[config.mk]
export PLATFORM = sky130hd
export DESIGN_NAME = buffer_pipeline
export DESIGN_NICKNAME = d
export VERILOG_FILES = /design/src/rtl/buffer_pipeline.sv
export SDC_FILE = /design/constraint.sdc
export NUM_CORES = 1
export LEC_CHECK = 0
export ABC_AREA = 1
export CORE_ASPECT_RATIO = 1.5
export CORE_MARGIN = 10
export CORE_UTILIZATION = 39
export CTS_BUF_LIST = sky130_fd_sc_hd__clkbuf_4
export DETAILED_ROUTE_END_ITERATION = 10
export HOLD_SLACK_MARGIN = 0.02
export PLACE_DENSITY = 0.89
export SYNTH_ARGS = -nofsm -noshare
export SYNTH_HDL_FRONTEND = slang
export SYNTH_SLANG_ARGS = --single-unit
[constraint.sdc]
create_clock -name clk -period 1.3 [get_ports clk]
set_input_delay 0.325 -clock clk [delete_from_list [all_inputs] [get_ports clk]]
set_output_delay 0.325 -clock clk [all_outputs]
set_load 0.1 [all_outputs]
[src/rtl/buffer_pipeline.sv]
// Pipeline register stage with valid/ready handshake, flush and bubble counter.
// Define BUFFER_PIPELINE_SKID_EN for a main+skid buffer with registered in_ready.
`timescale 1ns/1ps
module buffer_pipeline #(
  parameter int unsigned DATA_W = 32,
  parameter int unsigned N_DATA = 3,
  parameter int unsigned REG_W  = 5,
  parameter int unsigned CTRL_W = 5,
  parameter int unsigned CNT_W  = 16
) (
  input  logic                     clk,
  input  logic                     rst_n,
  input  logic                     in_valid,
  output logic                     in_ready,
  input  logic [N_DATA*DATA_W-1:0] in_data,
  input  logic [REG_W-1:0]         in_reg,
  input  logic                     in_zero,
  input  logic [CTRL_W-1:0]        in_ctrl,
  input  logic                     flush,
  output logic                     out_valid,
  input  logic                     out_ready,
  output logic [N_DATA*DATA_W-1:0] out_data,
  output logic [REG_W-1:0]         out_reg,
  output logic                     out_zero,
  output logic [CTRL_W-1:0]        out_ctrl,
  output logic [CNT_W-1:0]         bubble_cnt
);

  localparam int unsigned BUS_W = N_DATA * DATA_W;
  localparam int unsigned PAY_W = BUS_W + REG_W + 1 + CTRL_W;

  logic [PAY_W-1:0]  in_pay;
  logic [PAY_W-1:0]  main_pay;
  logic              main_valid;
  logic [CTRL_W-1:0] main_ctrl;
  logic              accept;
  logic              retire;

  assign in_pay = {in_data, in_reg, in_zero, in_ctrl};
  assign accept = in_valid & in_ready & ~flush;
  assign retire = main_valid & out_ready;

  assign {out_data, out_reg, out_zero, main_ctrl} = main_pay;
  assign out_valid = main_valid;
  // Bubbles must never carry a write or branch enable downstream
  assign out_ctrl  = main_valid ? main_ctrl : '0;

`ifdef BUFFER_PIPELINE_SKID_EN
  logic             skid_valid;
  logic [PAY_W-1:0] skid_pay;

  assign in_ready = ~skid_valid;

  // Skid parks the input that arrives while main stalls; main refills from skid first
  always_ff @(posedge clk) begin
    if (!rst_n) begin
      main_valid <= 1'b0;
      skid_valid <= 1'b0;
      main_pay   <= '0;
      skid_pay   <= '0;
    end else if (flush) begin
      main_valid <= 1'b0;
      skid_valid <= 1'b0;
    end else if (skid_valid) begin
      if (retire) begin
        main_pay   <= skid_pay;
        skid_valid <= 1'b0;
      end
    end else if (main_valid && !retire) begin
      if (accept) begin
        skid_pay   <= in_pay;
        skid_valid <= 1'b1;
      end
    end else if (accept) begin
      main_pay   <= in_pay;
      main_valid <= 1'b1;
    end else begin
      main_valid <= 1'b0;
    end
  end
`else
  assign in_ready = out_ready | ~main_valid;

  always_ff @(posedge clk) begin
    if (!rst_n) begin
      main_valid <= 1'b0;
      main_pay   <= '0;
    end else if (flush) begin
      main_valid <= 1'b0;
    end else if (accept) begin
      main_pay   <= in_pay;
      main_valid <= 1'b1;
    end else if (retire) begin
      main_valid <= 1'b0;
    end
  end
`endif

  // Saturating count of edges that saw no valid output
  always_ff @(posedge clk) begin
    if (!rst_n) begin
      bubble_cnt <= '0;
    end else if (!main_valid && (bubble_cnt != {CNT_W{1'b1}})) begin
      bubble_cnt <= bubble_cnt + CNT_W'(1);
    end
  end

endmodule

# Word level (Yosys, flattened, before mapping)
# Index checks and enable logic that the tools add are counted.
dict set report totals {
  input_bits 112
  wordCells 20
  latch_bits 0
  memories 0
  ramBits 0
  rom_bits 0
  reg_bits 124
}
dict set report op_classes {
  muxes 3
  n_shift 0
  magnitude_cmp 0
  div 0
  eq_ne 1
  reduce_logical 5
  n_bitwise 7
  addsub 1
  mul 0
}
# operator n
set ops {}
lappend ops {{16-bit by 1-bit adder with 16-bit output, second input constant} 1}
lappend ops {{16-bit != test, second input constant} 1}
lappend ops {{5-bit 2-to-1 mux} 1}
lappend ops {{1-bit AND} 3}
lappend ops {{1-bit inverter} 3}
lappend ops {{1-bit 2-to-1 mux} 2}
lappend ops {{2-bit AND reduction} 1}
lappend ops {{2-bit nonzero test} 1}
lappend ops {{2-bit OR reduction} 1}
lappend ops {{1-bit logical AND} 1}
lappend ops {{1-bit zero test} 1}
lappend ops {{1-bit bitwise OR} 1}

# Depth between registers and ports, before layout
dict set report logic_depth {
  depth_word 5
  mapped_depth 9
}

# Worst setup path before layout
# OpenSTA, ideal clock, no wires.
dict set report synth_timing {
  path_kind {register to register}
  from {register main_valid, in the netlist out_valid}
  to {register main_valid, in the netlist out_valid}
  period_less_slack_ns 2.256
  t_arrival_ns 2.171
  path_stages_with_launch 6
  setup_ns 0.086
  setup_slack_ns -0.956
  path_cell_list {dfxtp_1 -> buf_6 -> clkinv_2 -> nor2_1 -> inv_1 -> a211oi_1}
}
dict set report synth_via {
  elab_chain_len 5
  elab_cells_between_ends 7
  cone_classes {mux (1); bitwise (5); reduce/logical (1)}
}
# element line
set synth_lines {}
lappend synth_lines {{start: declaration} 34} ;# logic main_valid;
lappend synth_lines {{start signal: assignment} 86} ;# main_valid <= 1'b0;
lappend synth_lines {{start signal: assignment} 89} ;# main_valid <= 1'b0;
lappend synth_lines {{start signal: assignment} 92} ;# main_valid <= 1'b1;
lappend synth_lines {{1-bit inverter *} 82} ;# assign in_ready = out_ready | ~main_valid;
lappend synth_lines {{1-bit bitwise OR *} 82}
lappend synth_lines {{via in_ready} 14} ;# output logic in_ready,
lappend synth_lines {{1-bit AND * (2 in a row)} 40} ;# assign accept = in_valid & in_ready & ~flush;
lappend synth_lines {{1-bit 2-to-1 mux or 2-bit nonzero test (tied branches)} n/a}
# The timed path passes the listed nets; every way through them passes the cells marked *.
# A chain may end at the register's enable or synchronous reset.

# Worst setup path in the final report
dict set report layout_timing {
  from {register main_valid, in the netlist out_valid}
  to {register main_pay[49]}
}
dict set report layout_via {
  elab_chain_len 5
}
# element line
set layout_lines {}
lappend layout_lines {{1-bit inverter} 82}
lappend layout_lines {{1-bit bitwise OR} 82}
lappend layout_lines {{1-bit AND (2 in a row)} 40}
lappend layout_lines {{2-bit AND reduction (no line)} n/a}
lappend layout_lines {{end signal: assignment} 91} ;# main_pay <= in_pay;
lappend layout_lines {{end: declaration} 33} ;# logic [PAY_W-1:0] main_pay;
# No other way between the ends.

==> results.txt <==
- Combinational logic is responsible for slightly below 40% of the overall power.
* Die span in y: 164 um
* Maximum number of pins on one net before global-route repair: between 60 and 70
- Across the VDD grid, the largest voltage drop is 784 uV.
- Final RePlAce weighted congestion: 0.878
* Number of CTS-inserted buffers: 17
- The cell family contributing the most delay on the critical path is buffers and inverters.
- The run finished, with violations left.
- Clock latency on the worst-skew pair, taken at its later pin, is 0.57 ns.
- The largest individual stage delay along the critical path comes from the cell dfxtp_4.
- Setup repair after global routing missed its margin: yes
- After clock tree synthesis, the clock-pin slew on the worst setup and hold paths is 0.16 ns.
- In this run the cell area of the synthesized design comes to 5390 sq um.
- Tcrit/Tclk final: 148%
- Estimated wirelength of the detail-placed design: between 10 and 15 mm
* Number of failing setup endpoints in the final timing report: between 200 and 250
- Max Freq: roughly 520 MHz
- The clock net in this run drives a total of between 100 and 150 sinks.
- Endpoint class of the critical path: flip-flop
* Pwr dens: 999 nW/um^2
- Maximum fanout encountered on the critical timing path: 5
- Die Outline Area: around 19000 sq um
* Vias in the first global route: approximately 6800
- Drt pass-1 iters: 8
- Clock network fraction of design power: 25.7%
- Net switching is 40.2% of the power.
- Worst setup slack after layout: -0.620 ns
* Placement-stage cell area: slightly below 9000 sq um
- The final reports fail on DRC, setup timing.
* Worst EP arrival: ~2.4 ns
* Max transition margin: 71.2%
* Remaining antenna violation count after routing: 0
- Layout-stage area growth over the synthesis result: 127%
- Sequential cell area fraction in the yosys report: 46.1%
- Worst setup path class: reg2reg
- DRC violation total after the first TritonRoute iteration: between 700 and 800
- For this run, design rule violations remaining after detail routing come to 1.
- The worst setup path is launched from a flip-flop.
- Layout cell share with drive strength beyond 1: approximately 66%
- Dividing the detail-routed via count by the number of cells gives 5.74.
- Number of cells produced by synthesis: 723
* Pre-CTS setup slack: -0.552 ns
- Worst path required time: about 1.8 ns
- Cell variety after synth: 24
- Most frequent cell on the critical path: buf_12
- Clock skew on the completed layout was measured at 0.0433 ns.
* Register bit count reported by yosys: 124
- In the final routed layout, each cell accounts on average for 29.3 um.
- The largest single stage delay on the critical path is around 0.41 ns.
- For the pin with the worst max-slew slack, the measured transition is around 0.43 ns.
- Count of max-cap constraint violations: 0
* Initial antenna violation count: 2
- The routed layout has 6821 vias.
- Hold violation count in the final report: 0
- Starting density of the core: between 30 and 40%
* Core area: 13500 sq um
* Total Routing Usage GR: between 20% and 30%
- Shortest clock period the worst path allows after layout: just under 2 ns
* Count of pins on the block boundary: roughly 240
- Summed over all cells, the static leakage comes to roughly 4.9 nW.
- The first global-routing pass estimated 40.8 mm of wire.
- The tree is rooted in a clkbuf_4.
- A synthesized cell averages about 7.5 sq um.
- Buffers placed on the I/O ports in this run total 236.
- Yosys printed 0 warnings.
- The total count of max-transition violations in the final report came to 0.
* Sequential group share of total power: 35.4%
* Number of placement rows: between 50 and 60
- In this run the horizontal extent of the chip is between 100 and 150 um.
- When the netlist entered floorplanning its net count stood at 836.
- Wires add up to 34.8 mm.
* H-tree levels: 4
* Worst hold path class: in2reg
- The critical path goes through clkinv_4 > nor2_4 > buf_4 > nor3_4 > buf_12 > buf_12 > clkinv_16 > buf_12 > buf_12 > buf_16 > nor2_2 > nor2_1.
- Counting along the longest clock path gives a buffer depth of 2.
* Nets: roughly 1100
- CTS tree: built
- The analysis attributes to net switching a power of 4.90 mW.
- The number of buffers and inverters on the critical path is 8.
* Post-layout instance area: 12200 sq um
* Global route total overflow: 0
- Internal power comes to 7.30 mW.
==> cell families (layout without fill, tap and decap cells) <==
kind of cell               Yosys count  count (layout)  share of synthesized area, %
adders and majority gates            1               1                         0.232
AOI/OAI and AO/OA                  120             120                          11.2
DFF                                124             124                          46.1
buffers and inverters              157             458                          19.1
and+or+nand+nor                    320             320                          23.2
xor gates and xnor gates             1               1                         0.163
other                                0               2                             0
==> final cells by class <==
type / count / area [sq um]
inverter: 20 / 131
antenna: 2 / 5.00
clock buffer: 18 / 135
sequential: 124 / 2740
timing repair buffer: 405 / 5710
tap: 162 / 203
fill: 442 / 1320
clock inverter: 14 / 171
timing repair inverter: 1 / 16.3
multi-input combinational: 442 / 3100
==> metrics by stage <==
stage | total power [mW] | util (%) | hold WS, ns | TNS, ns | cells
2_1_floorplan | 6.59 | - | 0.389 | -26.69 | 723
3_3_place_gp | 7.85 | 65.3 | 0.497 | -43.65 | 1028
3_5_place_dp | 7.91 | 65.3 | 0.514 | -50.94 | 1028
4_1_cts | 11.5 | 81.8 | 0.264 | -51.00 | 1133
5_1_grt | 12.4 | 90.2 | 0.330 | -85.71 | 1188
6_report | 12.2 | 90.2 | 0.312 | -82.99 | 1188
==> sequential cells by signal, summed over array words and instances (netlist names) <==
| name | count |
|---|---|
| out_valid | 1 |
| bubble_cnt | 16 |
| main_pay | 107 |
==> layout by cell type, fill, tap and decap left out, types with 9 or more instances in the layout <==
master           count
buf_12             149
buf_16              14
buf_4               89
buf_6               33
clkbuf_4            18
clkdlybuf4s50_1    110
clkinvlp_4           9
dfxtp_2             74
dfxtp_4             45
inv_1               10
nand2_1             22
nand2_2             17
nor2_1             107
nor2_2              47
nor2_4             102
o21ai_0             26
o21ai_1             52
o21ai_2             30
==> synthesized netlist by cell type, drive strengths merged <==
cell type	instances	area [sq um]
a211oi	1	7.51
a21oi	7	35.0
a31oi	1	6.26
buf	118	883
clkbuf	19	71.3
clkinv	1	5.00
dfxtp	124	2480
ha	1	12.5
inv	19	71.3
nand2	45	169
nand3	9	45.0
nand3b	2	15.0
nand4	4	25.0
nor2	256	963
nor3	4	31.3
o21ai	111	556
xor2	1	8.76
==> layer usage <==
layer  vias to the layer above  GRT usage (%)  wire, um
li1                       2779              -         -
met1                      3264           27.7     11000
met2                       545           50.1     17200
met3                       233           8.80      3430
met4                         0           18.5      3170
met5                         -              0         0
==> power by group through the flow <==
stage                     clock (mW)  sequential (mW)  combinational, mW
after floorplan                    0             4.28               2.31
after global placement             0             4.32               3.53
after detailed placement           0             4.34               3.57
after CTS                       2.98             4.31               4.20
after global routing            3.25             4.34               4.83
final                           3.14             4.32               4.74
==> worst min-delay path, delay by kind of cell <==
kind / cells / cell delay [ns]
simple gates: 2 / 0.14
buf+inv: 2 / 0.37
==> worst paths after layout <==
kind                                                 from                          to  slack [ns]  cells past startpoint
worst min register to register  main_pay[39]$_SDFFE_PN0P_   main_pay[39]$_SDFFE_PN0P_        0.53                      2
worst min-delay path                                rst_n  bubble_cnt[8]$_SDFFE_PN0P_        0.31                      4
worst max-delay path               out_valid$_SDFFE_PP0P_   main_pay[49]$_SDFFE_PN0P_       -0.62                     12
worst max register to register     out_valid$_SDFFE_PP0P_   main_pay[49]$_SDFFE_PN0P_       -0.62                     12
==> timing repair <==
action | 4_1_cts | 5_1_grt
endpoints found under the setup margin | 217 | 249
hold endpoints to repair | 0 | 0
cloned | 21 | 8
resized for setup | 368 | 246
pin swaps | 25 | 48
setup buffers | 52 | 60
hold buffers | 0 | 0
Note: power is estimated with default switching activity, not from simulation.
